[config.mk]
export PLATFORM = sky130hd
export DESIGN_NAME = csr_cnt64_pipe
export DESIGN_NICKNAME = d
export VERILOG_FILES = /design/src/rtl/cpu_params_pkg.sv /design/src/rtl/csr_hi_cnt.sv /design/src/rtl/csr_cnt64_pipe.sv
export SDC_FILE = /design/constraint.sdc
export NUM_CORES = 1
export LEC_CHECK = 0
export CORE_MARGIN = 3
export CORE_UTILIZATION = 40
export CTS_CLUSTER_DIAMETER = 60
export CTS_CLUSTER_SIZE = 8
export DETAILED_ROUTE_END_ITERATION = 10
export PLACE_DENSITY = 0.76
export SYNTH_ARGS = -nofsm -noshare
export SYNTH_HDL_FRONTEND = slang
export SYNTH_SLANG_ARGS = --single-unit
export TNS_END_PERCENT = 5
[constraint.sdc]
create_clock -name clk_in -period 2.5 [get_ports clk_in]
set_input_delay 0.75 -clock clk_in [delete_from_list [all_inputs] [get_ports clk_in]]
set_output_delay 0.75 -clock clk_in [all_outputs]
set_load 0.1 [all_outputs]
[src/rtl/cpu_params_pkg.sv]
// Shared CPU-wide parameters.
// Register width used by CSR datapaths.
package cpu_params_pkg;
  localparam int RSZ = 32;
endpackage

[src/rtl/csr_hi_cnt.sv]
// High half of a 64-bit CSR counter.
// Increments on an incoming carry and holds a sticky overflow flag.
module csr_hi_cnt
  import cpu_params_pkg::*;
#(
  parameter logic [RSZ-1:0] INIT_HI = '0
) (
  input  logic           clk_i,
  input  logic           rst_ni,
  input  logic           carry_i,
  input  logic           wr_i,
  input  logic [RSZ-1:0] data_i,
  output logic [RSZ-1:0] cnt_o,
  output logic           ovf_o
);

  logic [RSZ-1:0] cnt_q, cnt_d;
  logic           ovf_q, ovf_d;

  // A write wins over a pending carry; a carry out of all-ones sets ovf.
  always_comb begin
    cnt_d = cnt_q;
    ovf_d = ovf_q;
    if (wr_i) begin
      cnt_d = data_i;
      ovf_d = 1'b0;
    end else if (carry_i) begin
      cnt_d = cnt_q + RSZ'(1);
      if (&cnt_q) ovf_d = 1'b1;
    end
  end

  // Count and overflow registers.
  always_ff @(posedge clk_i or negedge rst_ni) begin
    if (!rst_ni) begin
      cnt_q <= INIT_HI;
      ovf_q <= 1'b0;
    end else begin
      cnt_q <= cnt_d;
      ovf_q <= ovf_d;
    end
  end

  assign cnt_o = cnt_q;
  assign ovf_o = ovf_q;

endmodule

[src/rtl/csr_cnt64_pipe.sv]
// 64-bit event counter CSR pair with a 1-cycle carry pipeline.
// Low half and carry flop live here; the high half is csr_hi_cnt.
module csr_cnt64_pipe
  import cpu_params_pkg::*;
#(
  parameter logic [63:0] INIT_VALUE = 64'd0,
  parameter logic [11:0] LO_ADDR    = 12'd0,
  parameter logic [11:0] HI_ADDR    = 12'd0,
  parameter int          INC_W      = 2
) (
  input  logic             clk_in,
  input  logic             reset_in,
  input  logic [1:0]       mode,
  input  logic             inhibit,
  input  logic [INC_W-1:0] inc,
  input  logic             csr_wr_lo,
  input  logic             csr_wr_hi,
  input  logic [RSZ-1:0]   newCSR,
  output logic [RSZ-1:0]   csr_lo,
  output logic [RSZ-1:0]   csr_hi,
  output logic             ovf
);

  localparam logic [1:0] LO_PRIV = LO_ADDR[9:8];
  localparam logic [1:0] HI_PRIV = HI_ADDR[9:8];
  localparam logic [RSZ-1:0] INIT_LO = INIT_VALUE[31:0];
  localparam logic [RSZ-1:0] INIT_HI = INIT_VALUE[63:32];

  logic           lo_wr, hi_wr;
  logic [RSZ:0]   sum;
  logic [RSZ-1:0] lo_q, lo_d;
  logic           carry_q, carry_d;

  assign lo_wr = csr_wr_lo && (mode >= LO_PRIV);
  assign hi_wr = csr_wr_hi && (mode >= HI_PRIV);
  assign sum   = {1'b0, lo_q} + (RSZ+1)'(inc);

  // Low half: write, else increment, else hold.
  always_comb begin
    lo_d    = lo_q;
    carry_d = 1'b0;
    if (lo_wr) begin
      lo_d = newCSR;
    end else if (!inhibit) begin
      lo_d    = sum[RSZ-1:0];
      carry_d = sum[RSZ];
    end
  end

  // Low count and pipelined carry.
  always_ff @(posedge clk_in or negedge reset_in) begin
    if (!reset_in) begin
      lo_q    <= INIT_LO;
      carry_q <= 1'b0;
    end else begin
      lo_q    <= lo_d;
      carry_q <= carry_d;
    end
  end

  csr_hi_cnt #(
    .INIT_HI (INIT_HI)
  ) u_hi (
    .clk_i   (clk_in),
    .rst_ni  (reset_in),
    .carry_i (carry_q),
    .wr_i    (hi_wr),
    .data_i  (newCSR),
    .cnt_o   (csr_hi),
    .ovf_o   (ovf)
  );

  assign csr_lo = lo_q;

endmodule

-- After elaboration in Yosys (flattened, before gate mapping)
Index checks and enable logic that the tools add are counted.
- reductions and logical operators: 6
- shift operators: 0
- div/mod/pow operators: 0
- $mul: 0
- order comparisons: 1
- equal/unequal tests: 1
- $add $sub $neg: 2
- mux-type cells: 9
- bitwise operators: 0
- operators by type and width (operator ; count):
    $mux 32 ; 4
    $add 32x2->33 ; 1
    $add 32x1->32 const B ; 1
    $reduce_and 32->1 ; 1
    $mux 1 ; 5
    $reduce_bool 2->1 ; 2
    $ge 2x1->1 const B ; 1
    $logic_and 1x1->1 ; 2
    $ne 2x1->1 const B ; 1
    $reduce_and 2->1 ; 1
- latch bits: 0
- memories kept: 0
- RAM bits: 0
- output and inout port bits: 65
- flip-flop bits (word level): 66
- ROM bits: 0
- input bits: 41

-- Longest topological paths before layout
Gate-level depths: netlist (run 1).
- depth in word-level cells: 4
- gate-level depth with buffers: 7

-- Hierarchy
Synthesis (run 1) repeated with hierarchy kept, for this count alone.
- cell total of the unflattened synthesis: 454
- area, all modules: 3988.8 um^2
- modules (own cells, without submodules) (module ; cells an instance ; seq. area each (um^2) ; times used ; area an instance (um^2)):
    csr_cnt64_pipe ; 231 ; 825.8 ; 1 ; 2019.4
    csr_hi_cnt ; 223 ; 825.8 ; 1 ; 1969.4

-- Least setup slack after synthesis (run 1)
Ideal clock, no wire load.
- path type: register -> register
- from: register lo_q[0] (netlist: csr_lo[0])
- to: register lo_q[16] (netlist: csr_lo[16])
- setup slack: -0.344 ns
- buffers on the path: 0
- stages on the path, launching flop included: 8
- data arrival time: 2.762 ns
- period minus slack after synthesis: 2.844 ns
- cell sequence: dfrtp_1 > ha_1 > inv_1 > fa_1 > nor3b_1 > nand3_1 > or4_1 > a31oi_1
- cells in the longest elaborated chain, start to end: 3
- ends and longest elaborated chain (element ; RTL line ; RTL):
    from (decl) ; csr_cnt64_pipe.sv:31 ; logic [RSZ-1:0] lo_q, lo_d;
    from (signal assigned) ; csr_cnt64_pipe.sv:56 ; lo_q <= lo_d;
    $add 32x2->33 ; csr_cnt64_pipe.sv:36 ; assign sum = {1'b0, lo_q} + (RSZ+1)'(inc);
    $mux 32 ; csr_cnt64_pipe.sv:44 ; end else if (!inhibit) begin
    $mux 32 ; csr_cnt64_pipe.sv:42 ; if (lo_wr) begin
Every way passes these cells. The select of a mux whose other input is x is not followed.
A chain may end at the register's enable or synchronous reset.

-- Worst setup path after layout (run 1)
- from: input inc[1]
- to: register lo_q[23] (netlist: csr_lo[23])
- cells in the longest elaborated chain, start to end: 3
- ends and longest elaborated chain (element ; RTL line ; RTL):
    from (decl) ; csr_cnt64_pipe.sv:15 ; input logic [INC_W-1:0] inc,
    $add 32x2->33 ; csr_cnt64_pipe.sv:36 ;
    $mux 32 ; csr_cnt64_pipe.sv:44 ;
    $mux 32 ; csr_cnt64_pipe.sv:42 ;
Every way passes these cells. The select of a mux whose other input is x is not followed.

==> results of run 1 <==
==> metal layers <==
metal  vias up  global-route usage
li1       2010                   -
met1      2008               0.323
met2       159               0.356
met3        18              0.0273
met4         0              0.0768
met5         -                   0
==> placed cells by master (no fill, tap or decap), types with 6 or more instances in the layout <==
master	instances
sky130_fd_sc_hd__xnor2_1	15
sky130_fd_sc_hd__and3_1	6
sky130_fd_sc_hd__buf_4	86
sky130_fd_sc_hd__nor4_1	9
sky130_fd_sc_hd__nand2_1	50
sky130_fd_sc_hd__nor2_1	37
sky130_fd_sc_hd__inv_1	11
sky130_fd_sc_hd__clkbuf_8	12
sky130_fd_sc_hd__a31oi_1	30
sky130_fd_sc_hd__o31ai_1	28
sky130_fd_sc_hd__clkdlybuf4s50_1	35
sky130_fd_sc_hd__and4_1	9
sky130_fd_sc_hd__or4_1	25
sky130_fd_sc_hd__dfrtp_1	60
sky130_fd_sc_hd__nor3_1	9
sky130_fd_sc_hd__nand3_1	31
sky130_fd_sc_hd__nand4_1	20
sky130_fd_sc_hd__o21ai_0	32
sky130_fd_sc_hd__xor2_1	6
==> what timing repair did <==
action,in CTS,in global routing
setup endpoints to repair,20,2
pin swaps,7,2
buffers inserted,2,0
resized for setup,11,1
==> cells by family after synthesis <==
group                      Yosys count
xor gates and xnor gates            21
DFF                                 66
buffers and inverters               37
AOI/OAI and AO/OA                  111
adders and majority gates            4
and+or+nand+nor                    229
muxes                                3
==> cell usage after synthesis (9+ instances only) <==
library cell and count:
sky130_fd_sc_hd__inv_1 12, sky130_fd_sc_hd__o21ai_0 32, sky130_fd_sc_hd__nand2_1 50, sky130_fd_sc_hd__nand3_1 31
sky130_fd_sc_hd__dfrtp_1 66, sky130_fd_sc_hd__nor3_1 9, sky130_fd_sc_hd__o31ai_1 29, sky130_fd_sc_hd__nor2_1 37
sky130_fd_sc_hd__nand4_1 20, sky130_fd_sc_hd__and4_1 9, sky130_fd_sc_hd__a31oi_1 30, sky130_fd_sc_hd__clkbuf_1 23
sky130_fd_sc_hd__xnor2_1 15, sky130_fd_sc_hd__nor4_1 11, sky130_fd_sc_hd__or4_1 25
==> sequential cells by signal, summed over array words and instances (netlist names) <==
signal      count
csr_lo         32
carry_q         1
u_hi.cnt_o     32
u_hi.ovf_o      1
==> final timing paths <==
kind	endpoint	slack (ns)	start
worst min register to register	u_hi.ovf_o$_DFFE_PN0P_	0.55	u_hi.ovf_o$_DFFE_PN0P_
worst min-delay path	u_hi.cnt_o[26]$_DFFE_PN0P_	0.35	reset_in
min in group clk_in	u_hi.ovf_o$_DFFE_PN0P_	0.55	u_hi.ovf_o$_DFFE_PN0P_
worst max register to register	csr_lo[10]$_DFFE_PN0P_	0.33	csr_lo[0]$_DFFE_PN0P_
worst max-delay path	csr_lo[23]$_DFFE_PN0P_	0.11	inc[1]
max in group asynchronous	csr_lo[6]$_DFFE_PN0P_	1.51	reset_in
==> metrics by stage <==
step           area [um2]  instances
2_1_floorplan        4040        471
3_3_place_gp         5140        699
3_5_place_dp         5140        699
4_1_cts              5360        716
5_1_grt              5370        716
6_report             5370        716
==> layout make-up <==
cell class	instances	area share
well taps	129	0.0301
repair buffers	126	0.197
inverters	12	0.00839
flip-flops and latches	66	0.310
clock inverters	2	0.00233
multi-input cells	368	0.421
clock buffers	13	0.0315
==> critical path, stage by stage <==
cell and delay [ns]:
sky130_fd_sc_hd__dlygate4sd2_1 0.26, sky130_fd_sc_hd__ha_1 0.30, sky130_fd_sc_hd__a21oi_2 0.09, sky130_fd_sc_hd__or4_4 0.57
sky130_fd_sc_hd__buf_4 0.18, sky130_fd_sc_hd__buf_4 0.13, sky130_fd_sc_hd__o31ai_1 0.22, sky130_fd_sc_hd__a31oi_1 0.11
==> power by group through the flow <==
stage          clock network, uW  logic [uW]  registers [uW]
6_report                     856        1410            1330
5_1_grt                      906        1470            1360
4_1_cts                      866        1410            1330
3_5_place_dp                   0        1400            1350
3_3_place_gp                   0        1390            1340
2_1_floorplan                  0         277            2070
==> impl_summary.md, run 1 <==
Final layout
The fill cell total of the finished layout is a little under 900. After the last flow step, the layout net total stands at approximately 630. Summing all flip-flop and latch instances after layout gives 1660 um2.

The proportion of layout cells with a drive suffix above 1 is 0.213. The multi-input gate area in the final layout is 2260 um2. For this run, the share of the core covered by cells in the final layout is 0.565. From synthesis to final layout, the design area changed by 33.4%.

The total inserted antenna cells is 0.

Synth
The flip-flop cell with the highest count after synthesis is sky130_fd_sc_hd__dfrtp_1. The net count of the mapped netlist is about 520. Of the total synthesized cell area, the portion taken by AND, OR, NAND and NOR gates is 0.309. For this run, the number of Yosys warnings is 0. The synthesized flop and latch total is 66.

Of the total synthesized cell area, the portion taken by XOR and XNOR cells is 0.0457. By area, the combinational part of the netlist is dominated by simple AND/OR/NAND/NOR gates. Yosys mapped a number of flops with a built-in enable equal to 0.

Of the post-synthesis cell area, the dominant cell type holds 0.410. The average instance in the mapped netlist occupies between 8 and 9 um2. Yosys attributes the largest share of cell area to sky130_fd_sc_hd__dfrtp_1 (41%), sky130_fd_sc_hd__o31ai_1 (5.4%), sky130_fd_sc_hd__a31oi_1 (4.7%). Measured against the total synthesized area, the mux share comes to 0.00777. The number of distinct standard cells referenced by the synthesized netlist is 46. The post-synthesis cell area is ~4000 um2.

The cell taking the most area after synthesis is sky130_fd_sc_hd__dfrtp_1. The share of the Yosys chip area taken by registers is 0.410. Of all flip-flops after synthesis, the portion carrying an async set or reset was 1.00. The post-synthesis cell count is between 400 and 500. Of the total synthesized cell area, the portion taken by full adders, half adders and majority gates is 0.0143.

The compound-cell area share of the yosys netlist is 0.176.

Power
The internal power component is 1950 uW. Summed over all nets, the switching power comes to between 1500 and 2000 uW. The share of total power in sequential cells is 0.371. The power after layout is roughly 3600 uW. The switching fraction of total power is 0.457. The standby leakage power is between 0.002 and 0.0025 uW. The share of total power dissipated in combinational logic is 0.391. The worst ir drop on vdd is approximately 0.38 mV. The clock network power share is 0.238. The power per standard cell area is 670 nW/um2.

Floorplanning
The core region area is ~9500 um2. The floorplan die area is about 11000 um2. The y dimension of the die is about 110 um. For this design the top-level I/O count stands at roughly 110. The starting utilization of the core area is 0.423. The initialized floorplan defines 35 standard-cell rows. Measured along the x axis, the die boundary spans 106 um.

Detailed routing
The sum of met2 wire segment lengths after detailed routing is between 5000 and 6000 um. After detailed routing, the number of remaining DRC violations is 0. For this block, the via count after detailed routing is 4195. The first TritonRoute pass finished after 5 iterations. The total length of routed met3 wires is roughly 720 um. The post-detailed-route via-to-cell ratio is roughly 5.9.

The routed length on met1 is approximately 5800 um. The detailed router used layers up to and including met4. The number of nets still failing antenna checks after routing is 0. The per-cell routed wire length is about 18 um. The sum of routed wire length over all layers is 12700 um. After the first detailed-routing iteration, the DRC count stood at approximately 220.

Worst setup path
The critical path startpoint category is a primary input. Of all nets on the critical path, the largest fanout is 6. The category of the worst setup path capture point is a flip-flop. The cell depth of the worst flop-to-flop path is 7. The required time of the critical path is between 2 and 3 ns. STA puts the critical path data arrival time at approximately 2.6 ns. The startpoint-to-endpoint class of the critical path is primary input to flip-flop.

Job
The number of maximum-capacitance constraint violations is 0.

Global routing
Entering global routing, the biggest net connects 37 pins. The first global-routing pass estimated 20600 um of wire. The via count of the first global-routing pass is slightly below 4000. The remaining global-route overflow is 0. The initial antenna violation count is 0. In the global route stage, overall resource usage came out at 0.226.

STA
Of the available clock period, the critical path in the final layout requires 0.956. The fmax is approximately 0.42 GHz. Hold is met by roughly 0.35 ns. For the pin with the worst max-slew slack, the measured transition is between 0.5 and 0.6 ns. Setup repair after global routing left no endpoint under its margin. In this run the tightest slew margin relative to its limit is 0.643. The final count of hold timing violations came to 0.

The count of final max-slew check failures is 0. The worst path needs about 2.4 ns of the cycle, external delays included. The post-route setup TNS is 0 ns.

The post-layout worst setup margin is roughly 0.11 ns. The number of endpoints failing setup at the final stage is 0. The post-route clock skew is 0.0171 ns.

Worst hold path
The path category of the worst min-delay check is primary input to async pin.

Placed design
Input and output buffers added on the ports amount to a little over 100. The global placement routability congestion is a little over 0.9. The worst setup slack after placement is -0.598 ns.

The HPWL after detailed placement is a little under 10000 um.

Clock tree
After clock tree synthesis, the clock-pin slew on the worst setup and hold paths is about 0.080 ns. In this run the clock root is driven by a sky130_fd_sc_hd__clkbuf_8. The clock latency at the later pin of the worst-skew pair is around 0.35 ns. The H-tree depth is 3.

The longest clock path from root to sink contains 2 buffers. The CTS buffer count is 9. The clock sink total is 66. The CTS tree is done. The number of buffers inserted for hold repair after clock tree synthesis is 0.

Run status
The run finished with clean final reports.
No activity file was read; power rests on OpenSTA's default activity.
==> inputs of run 2 (changes only) <==
--- a/config.mk
+++ b/config.mk
@@ -6,11 +6,11 @@
 export NUM_CORES = 1
 export LEC_CHECK = 0
 export CORE_MARGIN = 3
-export CORE_UTILIZATION = 40
+export CORE_UTILIZATION = 45
 export CTS_CLUSTER_DIAMETER = 60
 export CTS_CLUSTER_SIZE = 8
 export DETAILED_ROUTE_END_ITERATION = 10
-export PLACE_DENSITY = 0.76
+export PLACE_DENSITY = 0.83
 export SYNTH_ARGS = -nofsm -noshare
 export SYNTH_HDL_FRONTEND = slang
 export SYNTH_SLANG_ARGS = --single-unit
==> impl_summary.md, run 2 (synthesis results as in run 1) <==
Run status
The flow ran to the end, and the final reports show no timing, DRC or antenna violations.

Worst setup path
The worst setup path is of the primary input to flip-flop kind. STA classifies the critical path endpoint as a flip-flop. The number of buffers and inverters on the critical path is 1 (-2). The required time of the critical path is 2.77 ns (+0.05 ns). The worst register-to-register path begins at csr_lo[1]$_DFFE_PN0P_. The cell depth of the worst flop-to-flop path is 5 (-2).

The slowest cell on the critical path is sky130_fd_sc_hd__or4_4. The delay of the slowest critical-path stage is 0.58 ns (about the same). The cell depth of the worst setup path is 6 (-2).

STA classifies the critical path startpoint as a primary input. Walking the worst path, the cells encountered are dlygate4sd2_1 -> ha_1 -> a21oi_2 -> or4_4 -> or4_1 -> a31oi_1. The data arrival time of the critical path is 2.67 ns (+0.06 ns). The launch point of the critical path is inc[1]. The biggest fanout along the worst timing path is 8 (+2). The category of cells accounting for the largest share of critical-path delay is simple AND/OR/NAND/NOR gates.

Global routing
The total routing resource utilization after global routing is 0.241 (+0.0150). The via count of the first global-routing pass was 3825 (-3.6%). The initial antenna violation count came to 0 (unchanged). The wire length of the first global-routing pass is 19400 um (-5.7%). The remaining global-route overflow is 0 (unchanged). The pin count of the biggest net entering global routing is 67 (+81%).

STA
The number of endpoints failing setup at the final stage is 0 (unchanged). Setup repair after global routing left no endpoint under its margin. The count of final max-slew check failures came to 0 (unchanged). The post-route worst hold slack is 0.401 ns (+0.0556 ns). The post-route fraction of the period consumed by the critical path came to 0.960 (+0.00390). The transition time of the tightest slew-check pin is 0.629 ns (+0.0953 ns). The shortest clock period the worst path allows after layout is 2.40 ns (+0.00975 ns). The fmax is 0.417 GHz (-0.41%).

The post-route clock skew is 0.0104 ns (-0.00674 ns). The worst max-slew margin expressed relative to the limit is 0.580 (-0.0629). The final count of hold timing violations is 0 (unchanged).

Placed design
The number of placed instances with taps included was 676 (-3.3%). The count of buffers inserted at the top-level ports is 103 (unchanged). The global placement routability congestion is 0.899 (-3.7%). The placed wire-length estimate after detailed placement is 9080 um (-5.8%).

Clock tree
The tree is rooted in a sky130_fd_sc_hd__clkbuf_8. The clock latency at the later pin of the worst-skew pair is 0.35 ns (about the same). The register clock-pin slew on the reported worst setup and hold paths came to 0.07 ns (about the same). The maximum count of clock buffers along a single path is 2 (unchanged). The clock sink total was 66 (unchanged).

TritonCTS built the clock tree. The H-tree depth is 3 (unchanged). The CTS buffer count was 9 (unchanged).

Detailed routing
The post-detailed-route via-to-cell ratio is 6.15 (+5.0%). The number of design-rule violations left by the first detailed-router iteration is 227 (+3.7%). The sum of routed wire length over all layers is 12200 um (-3.6%).

The number of iterations in the first detailed-routing pass is 5 (unchanged). The number of nets still failing antenna checks after routing came to 0 (unchanged). The per-cell routed wire length was 17.6 um (-0.51%). The number of vias after detailed routing is 4268 (+1.7%). The DRC violation count after routing is 0 (unchanged).

Power
The standby leakage power came to 0.00208 uW (+0.88%). The worst ir drop on vdd is 0.343 mV (-8.8%). The power per standard cell area was 678 nW/um2 (+1.1%). The power after layout is 3630 uW (+1.0%).

Floorplanning
The y dimension of the die is 101 um (-5.4%). The core region area came to 8460 um2 (-11%). The row count is 33 (-5.7%).

The starting utilization of the core area is 0.475 (+0.0520). The floorplan die width is 101 um (-5.4%). The total I/O pin count was 106 (unchanged).

The floorplan die area is 10100 um2 (-10%).

Final layout
The net total in the final layout is 630 (+0.32%). In the layout the commonest cells are sky130_fd_sc_hd__buf_4 (88), sky130_fd_sc_hd__dfrtp_1 (60), sky130_fd_sc_hd__nand2_1 (50), sky130_fd_sc_hd__nor2_1 (37), sky130_fd_sc_hd__clkdlybuf4s50_1 (35). The count of placed standard cells in the final layout, fillers left out is 694 (-3.1%). The total inserted antenna cells is 0 (unchanged).

The fraction of the core area covered by cells at the end of the flow is 0.633 (+0.0685). The relative area change from synthesis to final layout is 33.2%. Leaving out fill and tap cells, the most frequent cell in the layout is sky130_fd_sc_hd__buf_4. The fill cell total of the finished layout was 688 (-23%). The proportion of layout cells with a drive suffix above 1 is 0.214 (+0.000975).

Worst hold path
The path category of the worst min-delay check is primary input to async pin.

Job
The number of maximum-capacitance constraint violations is 0 (unchanged).
## run 2: changes by cell type in the layout (fill, tap and decap cells not counted), sizes merged
cell / previous run / this run
buf: 89 / 91
bufinv: 0 / 1
clkbuf: 13 / 12
clkinv: 1 / 2
clkinvlp: 1 / 0
## run 2: per-stage QoR
step	TNS, ns	setup slack, ns	cell area (um2)
final	0	0.0996	5360
after global routing	0	0.00732	5360
after floorplan	-0.0256	-0.0128	4040
after detailed placement	-10.57	-0.569	5120
after global placement	-9.29	-0.483	5120
after CTS	0	0.124	5350
## run 2: report_power, final
group          internal (uW)  switching, uW
logic                    346           1060
clock network            480            412
registers               1170            160
total                   2000           1630
## run 2: worst register-to-register path: stages, from the launching register on
cell                      delay, ns
sky130_fd_sc_hd__dfrtp_2       0.43
sky130_fd_sc_hd__ha_1          0.30
sky130_fd_sc_hd__a21oi_2       0.08
sky130_fd_sc_hd__or4_4         0.58
sky130_fd_sc_hd__or4_1         0.53
sky130_fd_sc_hd__a31oi_1       0.19
## run 2: layout make-up
class / count / area (um2) / share of cell area
inverters: 12 / 45.0 / 0.00840
repair buffers: 128 / 1070 / 0.200
multi-input cells: 368 / 2260 / 0.422
clock inverters: 3 / 40.0 / 0.00747
flip-flops and latches: 66 / 1660 / 0.310
clock buffers: 12 / 145 / 0.0271
well taps: 105 / 131 / 0.0245
## run 2: final timing paths
check | end | slack (ns)
worst max-delay path | csr_lo[29]$_DFFE_PN0P_ | 0.1
worst min-delay path | csr_lo[27]$_DFFE_PN0P_ | 0.40
worst max register to register | csr_lo[29]$_DFFE_PN0P_ | 0.31
worst min register to register | u_hi.ovf_o$_DFFE_PN0P_ | 0.54
max in group asynchronous | csr_lo[6]$_DFFE_PN0P_ | 1.78
min in group clk_in | u_hi.ovf_o$_DFFE_PN0P_ | 0.54
## run 2: routing by layer
metal / track usage / part of all wire / vias up
met1: 0.344 / 0.44 / 2038
met4: 0.0767 / 0.018 / 0
met2: 0.369 / 0.47 / 192
li1: - / - / 2019
met3: 0.0498 / 0.076 / 19
met5: 0 / 0 / -
## run 2: timing repair
action,CTS,global route
buffers inserted,2,1
pin swaps,9,2
setup endpoints to repair,18,1
hold buffers,0,0
cloned,0,0
gates resized for setup,10,1
